<file path="config.mk">
export PLATFORM = sky130hd
export DESIGN_NAME = lc4_div_seq
export DESIGN_NICKNAME = d
export VERILOG_FILES = /design/src/rtl/lc4_div_pkg.sv /design/src/rtl/lc4_div_step.sv /design/src/rtl/lc4_div_seq.sv
export SDC_FILE = /design/constraint.sdc
export NUM_CORES = 1
export LEC_CHECK = 0
export CORE_AREA = 2 2 71 141
export CTS_BUF_LIST = sky130_fd_sc_hd__clkbuf_8
export DETAILED_ROUTE_END_ITERATION = 10
export DIE_AREA = 0 0 73 143
export PLACE_DENSITY = 0.7
export SYNTH_ARGS = -nofsm -noshare
export SYNTH_HDL_FRONTEND = slang
export SYNTH_SLANG_ARGS = --single-unit
</file>
<file path="constraint.sdc">
create_clock -name clk -period 2.4 [get_ports clk]
set_clock_uncertainty 0.05 [all_clocks]
set_input_delay 0.48 -clock clk [delete_from_list [all_inputs] [get_ports clk]]
set_output_delay 0.48 -clock clk [all_outputs]
set_load 0.1 [all_outputs]
</file>
<file path="src/rtl/lc4_div_pkg.sv">
// Shared types and sizing for the LC4 iterative divide/modulo sequencer.
package lc4_div_pkg;
  localparam int DATA_W = 16;
  localparam int TAG_W  = 3;
  localparam int CNT_W  = 5;

  typedef enum logic [1:0] {
    IDLE = 2'd0,
    RUN  = 2'd1,
    DONE = 2'd2
  } state_e;

  // RUN cycles needed to resolve all quotient bits.
  function automatic logic [CNT_W-1:0] iter_count(input int bits_per_cycle);
    return CNT_W'(DATA_W / bits_per_cycle);
  endfunction
endpackage

</file>
<file path="src/rtl/lc4_div_step.sv">
// One combinational restoring-division step on a {rem, quo} register pair.
module lc4_div_step
  import lc4_div_pkg::*;
(
  input  logic [DATA_W-1:0] rem_i,
  input  logic [DATA_W-1:0] quo_i,
  input  logic [DATA_W-1:0] div_i,
  output logic [DATA_W-1:0] rem_o,
  output logic [DATA_W-1:0] quo_o
);
  logic [DATA_W:0]   shifted;
  logic [DATA_W-1:0] diff;

  assign shifted = {rem_i, quo_i[DATA_W-1]};
  // When the subtract happens the true difference is below the divisor, so 16 bits hold it.
  assign diff    = shifted[DATA_W-1:0] - div_i;

  always_comb begin
    if (shifted >= {1'b0, div_i}) begin
      rem_o = diff;
      quo_o = {quo_i[DATA_W-2:0], 1'b1};
    end else begin
      rem_o = shifted[DATA_W-1:0];
      quo_o = {quo_i[DATA_W-2:0], 1'b0};
    end
  end
endmodule

</file>
<file path="src/rtl/lc4_div_seq.sv">
// Multi-cycle unsigned DIV/MOD sequencer with valid/ready request and response ports.
// Handshakes: a transfer happens on a rising edge where valid & ready are both high; valid never depends on ready.
module lc4_div_seq
  import lc4_div_pkg::*;
#(
  parameter int BITS_PER_CYCLE = 1
) (
  input  logic              clk,
  input  logic              rst_n,
  input  logic              i_flush,
  input  logic              i_req_valid,
  output logic              o_req_ready,
  input  logic              i_op_mod,
  input  logic [DATA_W-1:0] i_dividend,
  input  logic [DATA_W-1:0] i_divisor,
  input  logic [TAG_W-1:0]  i_rd,
  output logic              o_resp_valid,
  input  logic              i_resp_ready,
  output logic [DATA_W-1:0] o_result,
  output logic [TAG_W-1:0]  o_resp_rd,
  output logic              o_busy,
  output logic [1:0]        o_dbg_state
);
  localparam logic [CNT_W-1:0] N_ITER = iter_count(BITS_PER_CYCLE);

  state_e            state_q;
  logic [CNT_W-1:0]  cnt_q;
  logic              op_q;
  logic [TAG_W-1:0]  rd_q;
  logic [DATA_W-1:0] div_q;
  logic [DATA_W-1:0] rem_q;
  logic [DATA_W-1:0] quo_q;
  logic [DATA_W-1:0] result_q;

  logic [DATA_W-1:0] rem_c [BITS_PER_CYCLE+1];
  logic [DATA_W-1:0] quo_c [BITS_PER_CYCLE+1];

  assign rem_c[0] = rem_q;
  assign quo_c[0] = quo_q;

  for (genvar g = 0; g < BITS_PER_CYCLE; g++) begin : g_step
    lc4_div_step u_step (
      .rem_i (rem_c[g]),
      .quo_i (quo_c[g]),
      .div_i (div_q),
      .rem_o (rem_c[g+1]),
      .quo_o (quo_c[g+1])
    );
  end

  assign o_req_ready  = (state_q == IDLE) & ~i_flush;
  assign o_resp_valid = (state_q == DONE);
  assign o_busy       = (state_q != IDLE);
  assign o_result     = result_q;
  assign o_resp_rd    = rd_q;
  assign o_dbg_state  = state_q;

  always_ff @(posedge clk or negedge rst_n) begin
    if (!rst_n) begin
      state_q  <= IDLE;
      cnt_q    <= '0;
      op_q     <= 1'b0;
      rd_q     <= '0;
      div_q    <= '0;
      rem_q    <= '0;
      quo_q    <= '0;
      result_q <= '0;
    end else if (i_flush) begin
      state_q <= IDLE;
    end else begin
      case (state_q)
        IDLE: begin
          if (i_req_valid) begin
            op_q  <= i_op_mod;
            rd_q  <= i_rd;
            div_q <= i_divisor;
            if (i_divisor == '0) begin
              // LC4 defines both x/0 and x%0 as zero.
              result_q <= '0;
              state_q  <= DONE;
            end else begin
              rem_q   <= '0;
              quo_q   <= i_dividend;
              cnt_q   <= N_ITER;
              state_q <= RUN;
            end
          end
        end
        RUN: begin
          rem_q <= rem_c[BITS_PER_CYCLE];
          quo_q <= quo_c[BITS_PER_CYCLE];
          cnt_q <= cnt_q - CNT_W'(1);
          if (cnt_q == CNT_W'(1)) begin
            result_q <= op_q ? rem_c[BITS_PER_CYCLE] : quo_c[BITS_PER_CYCLE];
            state_q  <= DONE;
          end
        end
        DONE: begin
          if (i_resp_ready) state_q <= IDLE;
        end
        default: state_q <= IDLE;
      endcase
    end
  end
endmodule

</file>
; Word-level counts from Yosys, hierarchy flattened
; Index checks and enable logic that the tools add are counted.
[classes]
n_mux = 22
magnitude_cmp = 1
reduce_logical = 8
addsub = 2
n_eq_ne = 10
bitwise = 2
[ops]
columns = operator, count
row1 = $mux W16, 9
row2 = $pmux W16 S2, 3
row3 = $ge A17 B16 Y1, 1
row4 = $logic_not A16 Y1, 1
row5 = $sub A16 B16 Y16, 1
row6 = $mux W2, 5
row7 = $mux W5, 2
row8 = $pmux W5 S2, 1
row9 = $ne A2 B2 Y1 const B, 3
row10 = $ne A3 B3 Y1 const B, 2
row11 = $pmux W2 S3, 1
row12 = $reduce_and A3 Y1, 2
row13 = $eq A5 B1 Y1 const B, 1
row14 = $reduce_and A5 Y1, 1
row15 = $sub A5 B1 Y5 const B, 1
row16 = $reduce_and A4 Y1, 1
row17 = $reduce_bool A2 Y1, 2
row18 = $ne A3 B2 Y1 const B, 1
row19 = $eq A2 B1 Y1 const B, 1
row20 = $eq A2 B2 Y1 const B, 1
row21 = $logic_not A2 Y1, 1
row22 = $ne A2 B1 Y1 const B, 1
row23 = $and A1 B1 Y1, 1
row24 = $mux W1, 1
row25 = $not A1 Y1, 1
[word_totals]
in_bits = 41
ff_bits = 75

; Depth between registers and ports, before layout
; Gate-level depths: netlist of run 1.
[logic_depth]
ltp_word = 5
depth_mapped = 11
depth_no_buf = 11

; By module
; A second synthesis of run 1 with hierarchy kept.
[unflattened]
hier_cells = 424
hier_area_um2 = 4601.9
[modules_own_cells]
columns = module, area_each_um2, cells_each, seq_area_each_um2, instances
row1 = lc4_div_seq, 3324.4, 253, 1876.8, 1
row2 = lc4_div_step, 1277.5, 171, 0.0, 1

; Worst setup path before layout of run 1
; OpenSTA, ideal clock, no wires.
[synth_path]
path_kind = register -> register
startpoint = register state_q[0], in the netlist o_dbg_state[0]
endpoint = register div_q[5]
path_stages_with_launch = 7
setup_time_ns = 0.083
arrival_ns = 4.101
path_slack_ns = -1.833
path_cell_list = dfrtp_1 -> nor3_1 -> and2_1 -> clkbuf_1 -> buf_1 -> nand2_1 -> o21ai_0
[synth_between]
elab_chain_len = 2
[synth_lines]
columns = element, line_no
row1 = start: declaration, lc4_div_seq.sv:26  ; state_e state_q;
row2 = start signal: assignment, lc4_div_seq.sv:60  ; state_q <= IDLE;
row3 = start signal: assignment, lc4_div_seq.sv:69  ; state_q <= IDLE;
row4 = start signal: assignment, lc4_div_seq.sv:80  ; state_q <= DONE;
row5 = $logic_not A2 Y1, lc4_div_seq.sv:71  ; case (state_q)
row6 = $reduce_and A3 Y1 (no source line), n/a
row7 = end signal: assignment, lc4_div_seq.sv:76  ; div_q <= i_divisor;
row8 = end: declaration, lc4_div_seq.sv:30  ; logic [DATA_W-1:0] div_q;
; Every way passes these cells.
; A chain may end at the register's enable or synchronous reset.

; Worst setup path after layout of run 1
[layout_path]
startpoint = register rem_q[6]
endpoint = register result_q[15], in the netlist o_result[15]
[layout_between]
elab_chain_len = 5
word_cells_on_any_way = 6
classes_between = add/sub (1) / order compare (1) / mux (4)
[layout_lines]
columns = element, line_no
row1 = start: declaration, lc4_div_seq.sv:31  ; logic [DATA_W-1:0] rem_q;
row2 = start signal: assignment, lc4_div_seq.sv:90  ; rem_q <= rem_c[BITS_PER_CYCLE];
row3 = $sub A16 B16 Y16 or $ge A17 B16 Y1 (tied branches), "lc4_div_step.sv:16, lc4_div_step.sv:19"
row4 = $mux W16 *, lc4_div_step.sv:19  ; if (shifted >= {1'b0, div_i}) begin
row5 = $mux W16 *, lc4_div_seq.sv:94  ; result_q <= op_q ? rem_c[BITS_PER_CYCLE] : quo_c[BITS_PER_CYCLE];
row6 = $mux W16 *, lc4_div_seq.sv:93  ; if (cnt_q == CNT_W'(1)) begin
row7 = $pmux W16 S2 *, lc4_div_seq.sv:71
row8 = end signal: assignment, lc4_div_seq.sv:94
row9 = end: declaration, lc4_div_seq.sv:33  ; logic [DATA_W-1:0] result_q;
; Every way passes the cells marked *; elsewhere a longest branch is shown, timed or not. The select of a mux whose other input is x is not followed.

==> impl_metrics.prom, run 1 <==
# TYPE chip_impl_metric gauge
chip_impl_metric{name="routed_wirelength",unit="um"} 12120
chip_impl_metric{name="postSynthCellCount",unit=""} 422
chip_impl_metric{name="yosysWarnings",unit=""} 0
chip_impl_info{name="tritoncts_clock_tree",value="done"} 1
chip_impl_metric{name="mappedNetlistArea",unit="mm^2"} 0.004138
chip_impl_metric{name="n_antenna_cell",unit=""} 0
chip_impl_metric{name="cts_buffers",unit=""} 9
chip_impl_metric{name="grtUsageTotal",unit="%"} 24.29
chip_impl_metric{name="detail_route.iter0.violations",unit=""} 211
chip_impl_metric{name="tightest_slew",unit="ns"} 0.3897
chip_impl_metric{name="min_period",unit="ns"} 2.428
chip_impl_metric{name="rrSetupSlack",unit="ns"} -0.03
chip_impl_metric{name="die_height",unit="um"} 143
chip_impl_info{name="layout.cells.most_common",value="sky130_fd_sc_hd__buf_4"} 1
chip_impl_metric{name="clock_power_share",unit="%"} 18.7
chip_impl_metric{name="layout.filler_cells",unit=""} 730
chip_impl_info{name="failing_checks",value="setup timing"} 1
chip_impl_metric{name="cap_viol_max_count",unit=""} 0
chip_impl_metric{name="cp.arrival",unit="ns"} 2.60
chip_impl_metric{name="post_cts_clock_slew_at_the_launch_and_capture_registers_of_the_worst_setup_and_hold_paths",unit="ns"} 0.08
chip_impl_metric{name="final_replace_weighted_congestion",unit=""} 0.8782
chip_impl_metric{name="floorplan.core_area",unit="mm^2"} 0.009321
chip_impl_info{name="rsz0062_at_grt",value="yes"} 1
chip_impl_metric{name="fmaxAchievable",unit="GHz"} 0.4118
chip_impl_metric{name="cts.path.max_buffers",unit=""} 2
chip_impl_metric{name="power.share.sequential",unit="%"} 33.6
chip_impl_metric{name="dp_hpwl",unit="um"} 8958
chip_impl_metric{name="relSlewSlack",unit="%"} 73.66
chip_impl_metric{name="globalRouteOverflowTotal",unit=""} 0
chip_impl_metric{name="power.internal",unit="mW"} 3.018
chip_impl_metric{name="worstPathMaxFanout",unit=""} 7
chip_impl_metric{name="count_of_different_cell_masters_after_synthesis",unit=""} 55
chip_impl_metric{name="post_layout_nonfiller_instances",unit=""} 662
chip_impl_info{name="clk_root_buffer_cell",value="sky130_fd_sc_hd__clkbuf_8"} 1
chip_impl_metric{name="clock_insertion_delay_worst_skew",unit="ns"} 0.36
chip_impl_metric{name="synth_largest_type_area_fraction",unit="%"} 45.36
chip_impl_metric{name="cell_total_after_placement",unit=""} 631
chip_impl_metric{name="drt-vias-per-instance",unit=""} 5.840
chip_impl_metric{name="hold_violations",unit=""} 0
chip_impl_metric{name="peakVddDrop",unit="uV"} 511.3
chip_impl_info{name="critical_path.startpoint_type",value="register"} 1
chip_impl_metric{name="power.net_switching",unit="mW"} 2.178
chip_impl_metric{name="nets",unit=""} 613
chip_impl_info{name="critPathLaunch",value="rem_q[6]$_DFFE_PN0P_"} 1
chip_impl_metric{name="initial_core_util",unit="%"} 44.39
chip_impl_metric{name="drc",unit=""} 0
chip_impl_metric{name="portbufs",unit=""} 64
chip_impl_metric{name="number_of_levels_in_the_clock_h_tree",unit=""} 3
chip_impl_metric{name="post_synth_edffs",unit=""} 0
chip_impl_metric{name="setup_viol_count_final",unit=""} 8
chip_impl_info{name="min-delay-path-class",value="in -> reg"} 1
chip_impl_info{name="worstSetupPathType",value="reg -> reg"} 1
chip_impl_metric{name="route.vias.total",unit=""} 3866
chip_impl_metric{name="grt_max_degree",unit=""} 71
chip_impl_metric{name="row_count",unit=""} 50
chip_impl_info{name="crit-reg2reg-launch",value="rem_q[6]$_DFFE_PN0P_"} 1
chip_impl_metric{name="power.leakage",unit="nW"} 2.758
chip_impl_metric{name="fraction_of_power_spent_switching_nets",unit="%"} 41.92
chip_impl_info{name="synth_ff_type",value="sky130_fd_sc_hd__dfrtp_1"} 1
chip_impl_metric{name="pwr-share-comb",unit="%"} 47.8
chip_impl_metric{name="cellPowerDensity",unit="mW/mm^2"} 869.5
chip_impl_metric{name="grt_pass1_wl",unit="um"} 19120
chip_impl_metric{name="layout-drive-gt1-share",unit="%"} 31.54
chip_impl_info{name="outcome",value="finished, violations left"} 1
chip_impl_metric{name="finalWorstSetupSlack",unit="ns"} -0.02822
chip_impl_metric{name="die_area",unit="mm^2"} 0.01044
chip_impl_metric{name="via_count_of_the_first_global_routing_pass",unit=""} 3971
chip_impl_metric{name="dr.pass1.iters",unit=""} 5
chip_impl_info{name="worst_setup_path_end_kind",value="register"} 1
chip_impl_metric{name="fp.dieW",unit="um"} 73
chip_impl_metric{name="total_power",unit="mW"} 5.196
chip_impl_metric{name="detail_route.wl_per_cell",unit="um"} 18.31
chip_impl_metric{name="synth_fp_nets",unit=""} 482
chip_impl_metric{name="clkSinkCount",unit=""} 75
chip_impl_metric{name="synthToLayoutAreaGrowth",unit="%"} 44.42
chip_impl_info{name="post-synth-top-area-cell",value="sky130_fd_sc_hd__dfrtp_1"} 1
chip_impl_info{name="worst_hold_startpoint",value="i_divisor[3]"} 1
chip_impl_metric{name="synth-seq-area-share",unit="%"} 45.36
chip_impl_metric{name="worst_ep_required_time",unit="ns"} 2.58
chip_impl_metric{name="postRouteAntennaNets",unit=""} 0
chip_impl_metric{name="timing_max_transition_violations_final",unit=""} 0
chip_impl_info{name="layout.cells.most_common_list",value="sky130_fd_sc_hd__buf_4, sky130_fd_sc_hd__dfrtp_1, sky130_fd_sc_hd__nand2_1, sky130_fd_sc_hd__o21ai_1, sky130_fd_sc_hd__clkdlybuf4s50_1"} 1
chip_impl_metric{name="synth.avg_cell_area",unit="um^2"} 9.805
chip_impl_metric{name="boundaryPins",unit=""} 65
chip_impl_metric{name="post-route-period-util",unit="%"} 101.2
chip_impl_metric{name="postSynthRegisterBits",unit=""} 75
chip_impl_metric{name="antenna_violations_before_repair",unit=""} 0
chip_impl_metric{name="synthArstFlopShare",unit="%"} 100.0
chip_impl_info{name="post_synth_main_area_contributors",value="sky130_fd_sc_hd__dfrtp_1, sky130_fd_sc_hd__mux2i_1, sky130_fd_sc_hd__ha_1"} 1
critical path, stage by stage (launching register included):
cell,delay [ns]
sky130_fd_sc_hd__dfrtp_1,0.43
sky130_fd_sc_hd__ha_4,0.31
sky130_fd_sc_hd__and3_4,0.18
sky130_fd_sc_hd__nand4_1,0.13
sky130_fd_sc_hd__o31a_1,0.36
sky130_fd_sc_hd__o311ai_4,0.12
sky130_fd_sc_hd__nand2_4,0.15
sky130_fd_sc_hd__buf_8,0.17
sky130_fd_sc_hd__a222oi_1,0.26
sky130_fd_sc_hd__o31ai_1,0.12
path summary, 6_finish.rpt:
check | to | depth (start not counted)
worst max-delay path | o_result[15]$_DFFE_PN0P_ | 9
worst min-delay path | div_q[3]$_DFFE_PN0P_ | 3
worst max register to register | o_result[15]$_DFFE_PN0P_ | 9
worst min register to register | o_resp_rd[2]$_DFFE_PN0P_ | 1
max in group asynchronous | o_result[2]$_DFFE_PN0P_ | 3
min in group asynchronous | op_q$_DFFE_PN0P_ | 2
layout make-up:
| type | instances | area, um^2 | area share, % |
|---|---|---|---|
| Multi-Input combinational cell | 305 | 2441 | 40.85 |
| Tap cell | 104 | 130.1 | 2.178 |
| Clock buffer | 10 | 137.6 | 2.303 |
| Clock inverter | 6 | 56.30 | 0.9422 |
| Sequential cell | 75 | 1882 | 31.49 |
| Timing Repair Buffer | 139 | 1242 | 20.79 |
| Inverter | 23 | 86.33 | 1.445 |
power by group through the flow:
stage | sequential, mW | combinational, mW | clock (mW)
after CTS | 1.73 | 2.30 | 0.999
after global placement | 1.74 | 2.06 | 0
final | 1.74 | 2.48 | 0.970
after detailed placement | 1.75 | 2.11 | 0
after global routing | 1.77 | 2.63 | 1.06
after floorplan | 2.20 | 0.947 | 0
flip-flops by register name, summed over array words and instances, names as in the netlist:
| register | count |
|---|---|
| div_q | 16 |
| op_q | 1 |
| o_result | 16 |
| o_resp_rd | 3 |
| cnt_q | 5 |
| o_dbg_state | 2 |
| rem_q | 16 |
| quo_q | 16 |
what timing repair did:
item                                   4_1_cts  5_1_grt
setup endpoints to repair                   51       32
hold buffers                                 1        0
resized for setup                           67       34
buffers inserted                             6        9
gates cloned                                 2        0
endpoints found under the hold margin        5        0
pin swaps                                   26       33
synthesized netlist by cell type (3+ instances only):
| library cell | number |
|---|---|
| sky130_fd_sc_hd__nand4_1 | 4 |
| sky130_fd_sc_hd__a21o_1 | 6 |
| sky130_fd_sc_hd__dfrtp_1 | 75 |
| sky130_fd_sc_hd__a21oi_1 | 14 |
| sky130_fd_sc_hd__and2_1 | 3 |
| sky130_fd_sc_hd__nand3_1 | 5 |
| sky130_fd_sc_hd__o21ai_1 | 32 |
| sky130_fd_sc_hd__mux2_2 | 5 |
| sky130_fd_sc_hd__a221o_1 | 9 |
| sky130_fd_sc_hd__nor4_1 | 5 |
| sky130_fd_sc_hd__or3_1 | 3 |
| sky130_fd_sc_hd__o21ai_0 | 21 |
| sky130_fd_sc_hd__inv_1 | 23 |
| sky130_fd_sc_hd__nor2b_1 | 3 |
| sky130_fd_sc_hd__o22ai_1 | 4 |
| sky130_fd_sc_hd__o21bai_1 | 3 |
| sky130_fd_sc_hd__and3_1 | 3 |
| sky130_fd_sc_hd__nor2_1 | 17 |
| sky130_fd_sc_hd__a211oi_1 | 3 |
| sky130_fd_sc_hd__clkbuf_1 | 9 |
| sky130_fd_sc_hd__xnor2_1 | 12 |
| sky130_fd_sc_hd__a32oi_1 | 3 |
| sky130_fd_sc_hd__mux2i_1 | 27 |
| sky130_fd_sc_hd__xor2_1 | 4 |
| sky130_fd_sc_hd__a222oi_1 | 3 |
| sky130_fd_sc_hd__a22o_1 | 7 |
| sky130_fd_sc_hd__ha_1 | 18 |
| sky130_fd_sc_hd__nor3_1 | 3 |
| sky130_fd_sc_hd__nand2_1 | 56 |
| sky130_fd_sc_hd__a22oi_1 | 5 |
| sky130_fd_sc_hd__buf_1 | 5 |
per-stage QoR:
| stage | hold WS, ns | setup slack (ns) | TNS, ns | utilization [%] | cell area, um^2 |
|---|---|---|---|---|---|
| final | 0.3878 | -0.02822 | -0.1135 | 64.11 | 5976 |
| after global routing | 0.3617 | -0.1445 | -2.346 | 64.11 | 5976 |
| after detailed placement | 0.2745 | -0.7057 | -22.83 | 56.78 | 5293 |
| after global placement | 0.2699 | -0.6263 | -19.29 | 56.78 | 5293 |
| after CTS | 0.4175 | -0.1249 | -0.7846 | 61.81 | 5762 |
| after floorplan | 0.1344 | -0.004991 | -0.004991 | - | 4179 |
kinds of logic (layout without fill, tap and decap cells):
logic type | Yosys count | in the layout | synth area share, %
muxes | 32 | 32 | 7.892
adders and majority gates | 19 | 19 | 5.927
buffers and inverters | 42 | 178 | 4.324
AOI/OAI and AO/OA | 126 | 126 | 20.11
and+or+nand+nor | 112 | 112 | 13.00
xor gates and xnor gates | 16 | 16 | 3.387
DFF | 75 | 75 | 45.36
per-layer routing:
| metal | wire length, um | GRT usage, % | up-vias |
|---|---|---|---|
| met3 | 445 | 4.446 | 43 |
| met4 | 709 | 17.15 | 0 |
| met5 | 0 | 0 | - |
| met1 | 4327 | 24.82 | 1903 |
| met2 | 6640 | 42.72 | 125 |
| li1 | - | - | 1795 |
Note: power is estimated with default switching activity, not from simulation.
==> run 2, diff against run 1 <==
--- a/config.mk
+++ b/config.mk
@@ -5,11 +5,12 @@
 export SDC_FILE = /design/constraint.sdc
 export NUM_CORES = 1
 export LEC_CHECK = 0
-export CORE_AREA = 2 2 71 141
+export CORE_AREA = 2 2 75 149
 export CTS_BUF_LIST = sky130_fd_sc_hd__clkbuf_8
 export DETAILED_ROUTE_END_ITERATION = 10
-export DIE_AREA = 0 0 73 143
-export PLACE_DENSITY = 0.7
+export DIE_AREA = 0 0 77 151
+export PLACE_DENSITY_LB_ADDON = 0.15
 export SYNTH_ARGS = -nofsm -noshare
 export SYNTH_HDL_FRONTEND = slang
+export SYNTH_HIERARCHICAL = 1
 export SYNTH_SLANG_ARGS = --single-unit
==> run 2 against run 1 <==
Against the previous run:
- the flow still finishes with violations (setup timing)
- first-iteration DRC count down 43%
- setup slack worse by 0.19 ns
- cell count up 4.7%
- utilization down 4.3 points
- clock power up 19%
==> impl_metrics.prom, run 2 <==
# TYPE chip_impl_metric gauge
chip_impl_metric{name="min_period",unit="ns"} 2.621
chip_impl_metric{name="cellPowerDensity",unit="mW/mm^2"} 1248
chip_impl_metric{name="route.vias.total",unit=""} 3780
chip_impl_metric{name="post_synth_edffs",unit=""} 0
chip_impl_metric{name="dr.pass1.iters",unit=""} 4
chip_impl_metric{name="die_area",unit="mm^2"} 0.01163
chip_impl_metric{name="portbufs",unit=""} 64
chip_impl_metric{name="synth_largest_type_area_fraction",unit="%"} 40.78
chip_impl_metric{name="nets",unit=""} 613
chip_impl_metric{name="worstPathBufferInverterCount",unit=""} 2
chip_impl_info{name="synth.most_common_cell",value="sky130_fd_sc_hd__dfrtp_1"} 1
chip_impl_info{name="crit_path_top_delay_cell",value="sky130_fd_sc_hd__dfrtp_1"} 1
chip_impl_info{name="tritoncts_clock_tree",value="done"} 1
chip_impl_metric{name="peakVddDrop",unit="uV"} 800.3
chip_impl_metric{name="postRouteAntennaNets",unit=""} 0
chip_impl_metric{name="grt_pass1_wl",unit="um"} 19990
chip_impl_info{name="layout.cells.most_common",value="sky130_fd_sc_hd__buf_4"} 1
chip_impl_metric{name="n_antenna_cell",unit=""} 0
chip_impl_metric{name="rrSetupSlack",unit="ns"} -0.22
chip_impl_metric{name="grtUsageTotal",unit="%"} 22.05
chip_impl_metric{name="cts.path.max_buffers",unit=""} 2
chip_impl_metric{name="count_of_different_cell_masters_after_synthesis",unit=""} 60
chip_impl_metric{name="floorplan.core_area",unit="mm^2"} 0.01048
chip_impl_metric{name="synth-seq-area-share",unit="%"} 40.78
chip_impl_metric{name="boundaryPins",unit=""} 65
chip_impl_metric{name="holdBufCountCts",unit=""} 0
chip_impl_metric{name="layout-drive-gt1-share",unit="%"} 40.11
chip_impl_info{name="critical_path.top_delay_family",value="compound AO/OA/AOI/OAI gates"} 1
chip_impl_metric{name="mappedNetlistArea",unit="mm^2"} 0.004602
chip_impl_metric{name="setup_total_negative_slack",unit="ns"} -5.003
chip_impl_metric{name="die_height",unit="um"} 151
chip_impl_info{name="crit-reg2reg-launch",value="div_q[14]$_DFFE_PN0P_"} 1
chip_impl_metric{name="fp.dieW",unit="um"} 77
chip_impl_metric{name="drt-vias-per-instance",unit=""} 5.455
chip_impl_metric{name="relSlewSlack",unit="%"} 57.63
chip_impl_info{name="worstSetupPathType",value="reg -> reg"} 1
chip_impl_metric{name="power.leakage",unit="nW"} 2.927
chip_impl_metric{name="tightest_slew",unit="ns"} 0.6355
chip_impl_metric{name="drc",unit=""} 0
chip_impl_info{name="regToRegEndpoint",value="o_result[1]$_DFFE_PN0P_"} 1
chip_impl_info{name="post_synth_main_area_contributors",value="sky130_fd_sc_hd__dfrtp_1, sky130_fd_sc_hd__mux2_2, sky130_fd_sc_hd__ha_1"} 1
chip_impl_info{name="synth_top_cells_by_count",value="sky130_fd_sc_hd__dfrtp_1, sky130_fd_sc_hd__nand2_1, sky130_fd_sc_hd__mux2_2, sky130_fd_sc_hd__inv_1, sky130_fd_sc_hd__mux2i_1"} 1
chip_impl_metric{name="routed_wirelength",unit="um"} 12270
chip_impl_metric{name="grt_max_degree",unit=""} 41
chip_impl_info{name="layout.cells.most_common_list",value="sky130_fd_sc_hd__buf_4, sky130_fd_sc_hd__dfrtp_1, sky130_fd_sc_hd__nand2_1, sky130_fd_sc_hd__clkdlybuf4s50_1, sky130_fd_sc_hd__mux2_2"} 1
chip_impl_metric{name="worstPathMaxFanout",unit=""} 3
chip_impl_info{name="min-delay-path-class",value="in -> async"} 1
chip_impl_info{name="worst_setup_path_end_kind",value="register"} 1
chip_impl_metric{name="reg2regPathDepth",unit=""} 11
chip_impl_metric{name="timing_max_transition_violations_final",unit=""} 0
chip_impl_metric{name="cell_total_after_placement",unit=""} 673
chip_impl_metric{name="setup_viol_count_final",unit=""} 33
chip_impl_info{name="rsz0062_at_grt",value="yes"} 1
chip_impl_metric{name="synth_fp_nets",unit=""} 484
chip_impl_metric{name="row_count",unit=""} 53
chip_impl_metric{name="final_replace_weighted_congestion",unit=""} 0.9299
chip_impl_metric{name="post_layout_nonfiller_instances",unit=""} 693
chip_impl_metric{name="finalWorstSetupSlack",unit="ns"} -0.2209
chip_impl_metric{name="fmaxAchievable",unit="GHz"} 0.3816
chip_impl_metric{name="postSynthCellCount",unit=""} 424
chip_impl_metric{name="synthArstFlopShare",unit="%"} 100.0
chip_impl_metric{name="clkSinkCount",unit=""} 75
chip_impl_metric{name="antenna_violations_before_repair",unit=""} 0
chip_impl_info{name="outcome",value="finished, violations left"} 1
chip_impl_metric{name="clock_insertion_delay_worst_skew",unit="ns"} 0.35
chip_impl_metric{name="dp_hpwl",unit="um"} 9472
chip_impl_metric{name="post_cts_clock_slew_at_the_launch_and_capture_registers_of_the_worst_setup_and_hold_paths",unit="ns"} 0.08
chip_impl_info{name="critical_path.cell_chain",value="inv_1 -> ha_1 -> a21o_1 -> a211o_1 -> a41o_1 -> a31oi_4 -> o21a_4 -> buf_4 -> mux2i_4 -> mux2i_1 -> o2bb2ai_1"} 1
chip_impl_info{name="failing_checks",value="setup timing"} 1
chip_impl_metric{name="max_stage_delay",unit="ns"} 0.36
chip_impl_metric{name="synthToLayoutAreaGrowth",unit="%"} 36.27
chip_impl_info{name="clk_root_buffer_cell",value="sky130_fd_sc_hd__clkbuf_8"} 1
chip_impl_metric{name="detail_route.wl_per_cell",unit="um"} 17.70
chip_impl_metric{name="cts_buffers",unit=""} 9
chip_impl_metric{name="globalRouteOverflowTotal",unit=""} 0
chip_impl_info{name="synth_ff_type",value="sky130_fd_sc_hd__dfrtp_1"} 1
chip_impl_metric{name="yosysWarnings",unit=""} 6
chip_impl_info{name="critical_path.startpoint_type",value="register"} 1
chip_impl_metric{name="hold_violations",unit=""} 0
chip_impl_metric{name="number_of_levels_in_the_clock_h_tree",unit=""} 3
chip_impl_metric{name="worst_ep_required_time",unit="ns"} 2.62
chip_impl_metric{name="cap_viol_max_count",unit=""} 0
chip_impl_metric{name="postSynthRegisterBits",unit=""} 75
chip_impl_metric{name="via_count_of_the_first_global_routing_pass",unit=""} 4043
chip_impl_metric{name="detail_route.iter0.violations",unit=""} 121
chip_impl_metric{name="hold_slack",unit="ns"} 0.03589
chip_impl_metric{name="synth.avg_cell_area",unit="um^2"} 10.85
chip_impl_metric{name="initial_core_util",unit="%"} 43.92
chip_impl_metric{name="post-route-period-util",unit="%"} 109.2
chip_impl_metric{name="cp.arrival",unit="ns"} 2.84
chip_impl_info{name="post-synth-top-area-cell",value="sky130_fd_sc_hd__dfrtp_1"} 1
-- run 2: cell count changes after synthesis, moves of 11 or more --
cell and change:
sky130_fd_sc_hd__mux2_2 +27, sky130_fd_sc_hd__nand2_1 -16, sky130_fd_sc_hd__o2bb2ai_2 +11, sky130_fd_sc_hd__o21ai_1 -31, sky130_fd_sc_hd__o21ai_0 -12, sky130_fd_sc_hd__buf_4 +14
-- run 2: kinds of logic (layout without fill, tap and decap cells) --
| group | count (synthesis) | in the layout | share of synthesized area [%] |
|---|---|---|---|
| simple gates | 96 | 96 | 10.39 |
| flops | 75 | 75 | 40.78 |
| buf+inv | 66 | 198 | 8.075 |
| compound gates | 97 | 97 | 18.57 |
| xor+xnor | 12 | 12 | 2.284 |
| mux | 59 | 59 | 14.57 |
| fa+ha+maj | 19 | 19 | 5.329 |
-- run 2: worst max path at each step --
stage	endpoint	startpoint	slack [ns]	cells past startpoint
after floorplan	o_result[10]$_DFFE_PN0P_	rem_q[13]$_DFFE_PN0P_	-0.22	12
after global placement	o_result[15]$_DFFE_PN0P_	i_divisor[10]	-0.27	7
after detailed placement	o_result[11]$_DFFE_PN0P_	div_q[1]$_DFFE_PN0P_	-0.30	11
after CTS	o_result[1]$_DFFE_PN0P_	div_q[14]$_DFFE_PN0P_	-0.21	11
after global routing	o_result[0]$_DFFE_PN0P_	div_q[14]$_DFFE_PN0P_	-0.34	11
final	o_result[1]$_DFFE_PN0P_	div_q[14]$_DFFE_PN0P_	-0.22	11
-- run 2: report_power, final --
part	total, mW	internal (mW)	leakage (nW)	switching (mW)
Clock	1.15	0.679	0.115	0.470
Combinational	4.61	2.18	1.87	2.43
Sequential	2.06	1.69	0.944	0.375
-- run 2: layout make-up --
| class | count | area [um^2] |
|---|---|---|
| Timing Repair Buffer | 155 | 1336 |
| Tap cell | 137 | 171.4 |
| Sequential cell | 75 | 1884 |
| Fill cell | 930 | 4207 |
| Clock buffer | 9 | 123.9 |
| Inverter | 29 | 120.1 |
| Multi-Input combinational cell | 283 | 2531 |
| Clock inverter | 5 | 103.9 |
-- run 2: per-layer routing --
| metal | track usage, % | wire, um |
|---|---|---|
| met1 | 23.64 | 4653 |
| met2 | 42.11 | 6915 |
| met3 | 3.397 | 298 |
| met4 | 9.821 | 399 |
| met5 | 0 | 0 |
-- run 2: per-stage QoR --
step / cell area [um^2] / setup slack, ns / total power, mW / utilization, %
2_1_floorplan: 4637 / -0.2204 / 4.971 / -
3_3_place_gp: 5844 / -0.2679 / 6.228 / 55.78
3_5_place_dp: 5844 / -0.2985 / 6.301 / 55.78
4_1_cts: 6181 / -0.2148 / 7.708 / 58.99
5_1_grt: 6271 / -0.3388 / 8.281 / 59.85
6_report: 6271 / -0.2209 / 7.823 / 59.85
-- run 2: timing repair --
item                       4_1_cts  5_1_grt
cloned                           0        0
setup buffers                    3        3
gates resized for setup         17       10
setup endpoints to repair       33       33
pin swaps                        1        5
==> run 3, diff against run 2 <==
==> constraint.sdc (replaced) <==
create_clock -name clk -period 3.35 [get_ports clk]
set_clock_uncertainty 0.05 [all_clocks]
set_input_delay 0.8375 -clock clk [delete_from_list [all_inputs] [get_ports clk]]
set_output_delay 0.8375 -clock clk [all_outputs]
set_load 0.1 [all_outputs]
==> run 3 against run 2 <==
Against the previous run:
- the flow now finishes without violations
- clock-buffer cell count unchanged
- die area unchanged
- hold slack better by 0.41 ns
- global-route usage down 1.1 points
- critical path type unchanged
- largest cell class unchanged
==> impl_metrics.prom, run 3 (synthesis gave the netlist of run 2 again) <==
# TYPE chip_impl_metric gauge
chip_impl_metric{name="nets",unit=""} 539
chip_impl_metric{name="drc",unit=""} 0
chip_impl_metric{name="rrSetupSlack",unit="ns"} 0.39
chip_impl_info{name="outcome",value="completed"} 1
chip_impl_metric{name="fp.dieW",unit="um"} 77
chip_impl_metric{name="pwr-share-comb",unit="%"} 52.7
chip_impl_metric{name="row_count",unit=""} 53
chip_impl_metric{name="cts.path.max_buffers",unit=""} 2
chip_impl_metric{name="floorplan.core_area",unit="mm^2"} 0.01048
chip_impl_info{name="top_usage_layer",value="met2"} 1
chip_impl_metric{name="hold_path_depth",unit=""} 1
chip_impl_metric{name="worstPathMaxFanout",unit=""} 3
chip_impl_info{name="worst_setup_path_end_kind",value="register"} 1
chip_impl_info{name="tritoncts_clock_tree",value="done"} 1
chip_impl_metric{name="reg2regPathDepth",unit=""} 11
chip_impl_info{name="critical_path.startpoint_type",value="register"} 1
chip_impl_metric{name="post_layout_nonfiller_instances",unit=""} 621
chip_impl_metric{name="route.vias.total",unit=""} 3388
chip_impl_metric{name="setup_viol_count_final",unit=""} 0
chip_impl_metric{name="initial_core_util",unit="%"} 43.92
chip_impl_metric{name="die_height",unit="um"} 151
chip_impl_metric{name="grt.met1_usage",unit="%"} 23.42
chip_impl_info{name="rsz0062_at_grt",value="no"} 1
chip_impl_metric{name="boundaryPins",unit=""} 65
chip_impl_metric{name="cell_total_after_placement",unit=""} 605
chip_impl_metric{name="grt_max_degree",unit=""} 76
chip_impl_metric{name="post_cts_clock_slew_at_the_launch_and_capture_registers_of_the_worst_setup_and_hold_paths",unit="ns"} 0.08
chip_impl_metric{name="total_power",unit="mW"} 4.838
chip_impl_metric{name="use_met2",unit="%"} 39.47
chip_impl_metric{name="post-route-period-util",unit="%"} 88.40
chip_impl_metric{name="n_antenna_cell",unit=""} 0
chip_impl_info{name="layout.cells.most_common_list",value="sky130_fd_sc_hd__dfrtp_1, sky130_fd_sc_hd__nand2_1, sky130_fd_sc_hd__buf_4, sky130_fd_sc_hd__clkdlybuf4s50_1, sky130_fd_sc_hd__mux2_2"} 1
chip_impl_metric{name="fmaxAchievable",unit="GHz"} 0.3377
chip_impl_info{name="regToRegEndpoint",value="o_result[14]$_DFFE_PN0P_"} 1
chip_impl_metric{name="postCtsSetupBuffers",unit=""} 0
chip_impl_metric{name="power.internal",unit="mW"} 2.674
chip_impl_metric{name="final_replace_weighted_congestion",unit=""} 0.8891
chip_impl_metric{name="via_count_of_the_first_global_routing_pass",unit=""} 3678
chip_impl_metric{name="clock_power_share",unit="%"} 16.5
chip_impl_info{name="layout.cells.most_common",value="sky130_fd_sc_hd__dfrtp_1"} 1
chip_impl_metric{name="grt_pass1_wl",unit="um"} 19150
chip_impl_info{name="min-delay-path-class",value="reg -> reg"} 1
chip_impl_info{name="worstSetupPathType",value="reg -> reg"} 1
chip_impl_metric{name="dp_hpwl",unit="um"} 8834
chip_impl_metric{name="dr.pass1.iters",unit=""} 4
chip_impl_metric{name="fraction_of_power_spent_switching_nets",unit="%"} 44.73
chip_impl_metric{name="grt_use_met3",unit="%"} 2.205
chip_impl_metric{name="setup_total_negative_slack",unit="ns"} 0
chip_impl_metric{name="power.leakage",unit="nW"} 2.537
chip_impl_metric{name="detail_route.iter0.violations",unit=""} 127
chip_impl_metric{name="cap_viol_max_count",unit=""} 0
chip_impl_info{name="worst_hold_startpoint",value="o_result[15]$_DFFE_PN0P_"} 1
chip_impl_metric{name="worst_ep_required_time",unit="ns"} 3.59
chip_impl_metric{name="detail_route.wl_per_cell",unit="um"} 18.64
chip_impl_metric{name="tightest_slew",unit="ns"} 0.9979
chip_impl_metric{name="antenna_violations_before_repair",unit=""} 0
chip_impl_info{name="holdPathEnd",value="o_result[15]$_DFFE_PN0P_"} 1
chip_impl_metric{name="layout-drive-gt1-share",unit="%"} 25.83
chip_impl_metric{name="cts_buffers",unit=""} 9
chip_impl_metric{name="power.net_switching",unit="mW"} 2.164
chip_impl_metric{name="routed_wirelength",unit="um"} 11580
chip_impl_metric{name="cellPowerDensity",unit="mW/mm^2"} 883.3
chip_impl_info{name="clk_root_buffer_cell",value="sky130_fd_sc_hd__clkbuf_8"} 1
chip_impl_info{name="critPathLaunch",value="quo_q[15]$_DFFE_PN0P_"} 1
chip_impl_metric{name="number_of_levels_in_the_clock_h_tree",unit=""} 3
chip_impl_metric{name="relSlewSlack",unit="%"} 33.48
chip_impl_metric{name="hold_violations",unit=""} 0
chip_impl_metric{name="placement.cell_area",unit="mm^2"} 0.005251
chip_impl_metric{name="die_area",unit="mm^2"} 0.01163
chip_impl_metric{name="clock_insertion_delay_worst_skew",unit="ns"} 0.36
chip_impl_metric{name="min_period",unit="ns"} 2.962
chip_impl_metric{name="clkSinkCount",unit=""} 75
chip_impl_metric{name="holdBufCountCts",unit=""} 0
chip_impl_metric{name="portbufs",unit=""} 64
chip_impl_metric{name="power.share.sequential",unit="%"} 30.8
chip_impl_metric{name="globalRouteOverflowTotal",unit=""} 0
chip_impl_metric{name="postRouteAntennaNets",unit=""} 0
chip_impl_metric{name="drt-vias-per-instance",unit=""} 5.456
chip_impl_metric{name="cp.arrival",unit="ns"} 3.20
chip_impl_metric{name="timing_max_transition_violations_final",unit=""} 0
chip_impl_info{name="crit-reg2reg-launch",value="quo_q[15]$_DFFE_PN0P_"} 1
chip_impl_metric{name="synthToLayoutAreaGrowth",unit="%"} 19.00
chip_impl_metric{name="postLayoutCellArea",unit="mm^2"} 0.005477
chip_impl_metric{name="peakVddDrop",unit="uV"} 455.0
chip_impl_metric{name="final_core_util",unit="%"} 52.27
chip_impl_metric{name="grtUsageTotal",unit="%"} 20.98
chip_impl_metric{name="cts_repair_resize_count",unit=""} 0
==> run 3: how the worst max path moves through the flow <==
stage / cells after the start / endpoint / slack (ns)
after floorplan: 3 / o_req_ready / 0.02
after global placement: 11 / o_result[14]$_DFFE_PN0P_ / 0.36
after detailed placement: 7 / o_result[1]$_DFFE_PN0P_ / 0.40
after CTS: 11 / o_result[14]$_DFFE_PN0P_ / 0.39
after global routing: 11 / o_result[14]$_DFFE_PN0P_ / 0.21
final: 11 / o_result[14]$_DFFE_PN0P_ / 0.39
==> run 3: area by class of cell <==
| type | count | area, um^2 |
|---|---|---|
| well taps | 137 | 171.4 |
| fillers | 1019 | 5001 |
| clock inverters | 7 | 101.3 |
| flip-flops and latches | 75 | 1877 |
| repair buffers | 81 | 730.7 |
| multi-input cells | 283 | 2361 |
| inverters | 29 | 111.4 |
| clock buffers | 9 | 123.9 |
==> run 3: critical path, cell delays in order, from the launching register on <==
cell	delay (ns)
sky130_fd_sc_hd__dfrtp_1	0.37
sky130_fd_sc_hd__inv_1	0.08
sky130_fd_sc_hd__ha_1	0.23
sky130_fd_sc_hd__fa_1	0.41
sky130_fd_sc_hd__o21ai_0	0.25
sky130_fd_sc_hd__a221o_1	0.27
sky130_fd_sc_hd__a31oi_1	0.21
sky130_fd_sc_hd__and3b_1	0.25
sky130_fd_sc_hd__o41ai_1	0.38
sky130_fd_sc_hd__buf_4	0.20
sky130_fd_sc_hd__mux2i_1	0.07
sky130_fd_sc_hd__o2bb2ai_2	0.15
==> run 3: layer usage <==
metal	wire length [um]	part of all wire [%]	vias up
li1	-	-	1632
met1	4629	40	1675
met2	6299	54	57
met3	236	2.0	24
met4	411	3.6	0
met5	0	0	-
==> run 3: per-stage QoR <==
stage / hold WS, ns / setup slack (ns)
2_1_floorplan: 0.4307 / 0.02254
3_3_place_gp: 0.4306 / 0.3563
3_5_place_dp: 0.4247 / 0.4009
4_1_cts: 0.4548 / 0.3947
5_1_grt: 0.4714 / 0.2103
6_report: 0.4496 / 0.3885
==> run 3: power groups by stage <==
stage	Sequential, mW	Clock [mW]	Combinational (mW)
3_3_place_gp	1.50	0	2.51
6_report	1.49	0.799	2.55
4_1_cts	1.49	0.815	2.56
5_1_grt	1.54	0.850	2.76
3_5_place_dp	1.51	0	2.54
2_1_floorplan	1.76	0	1.78
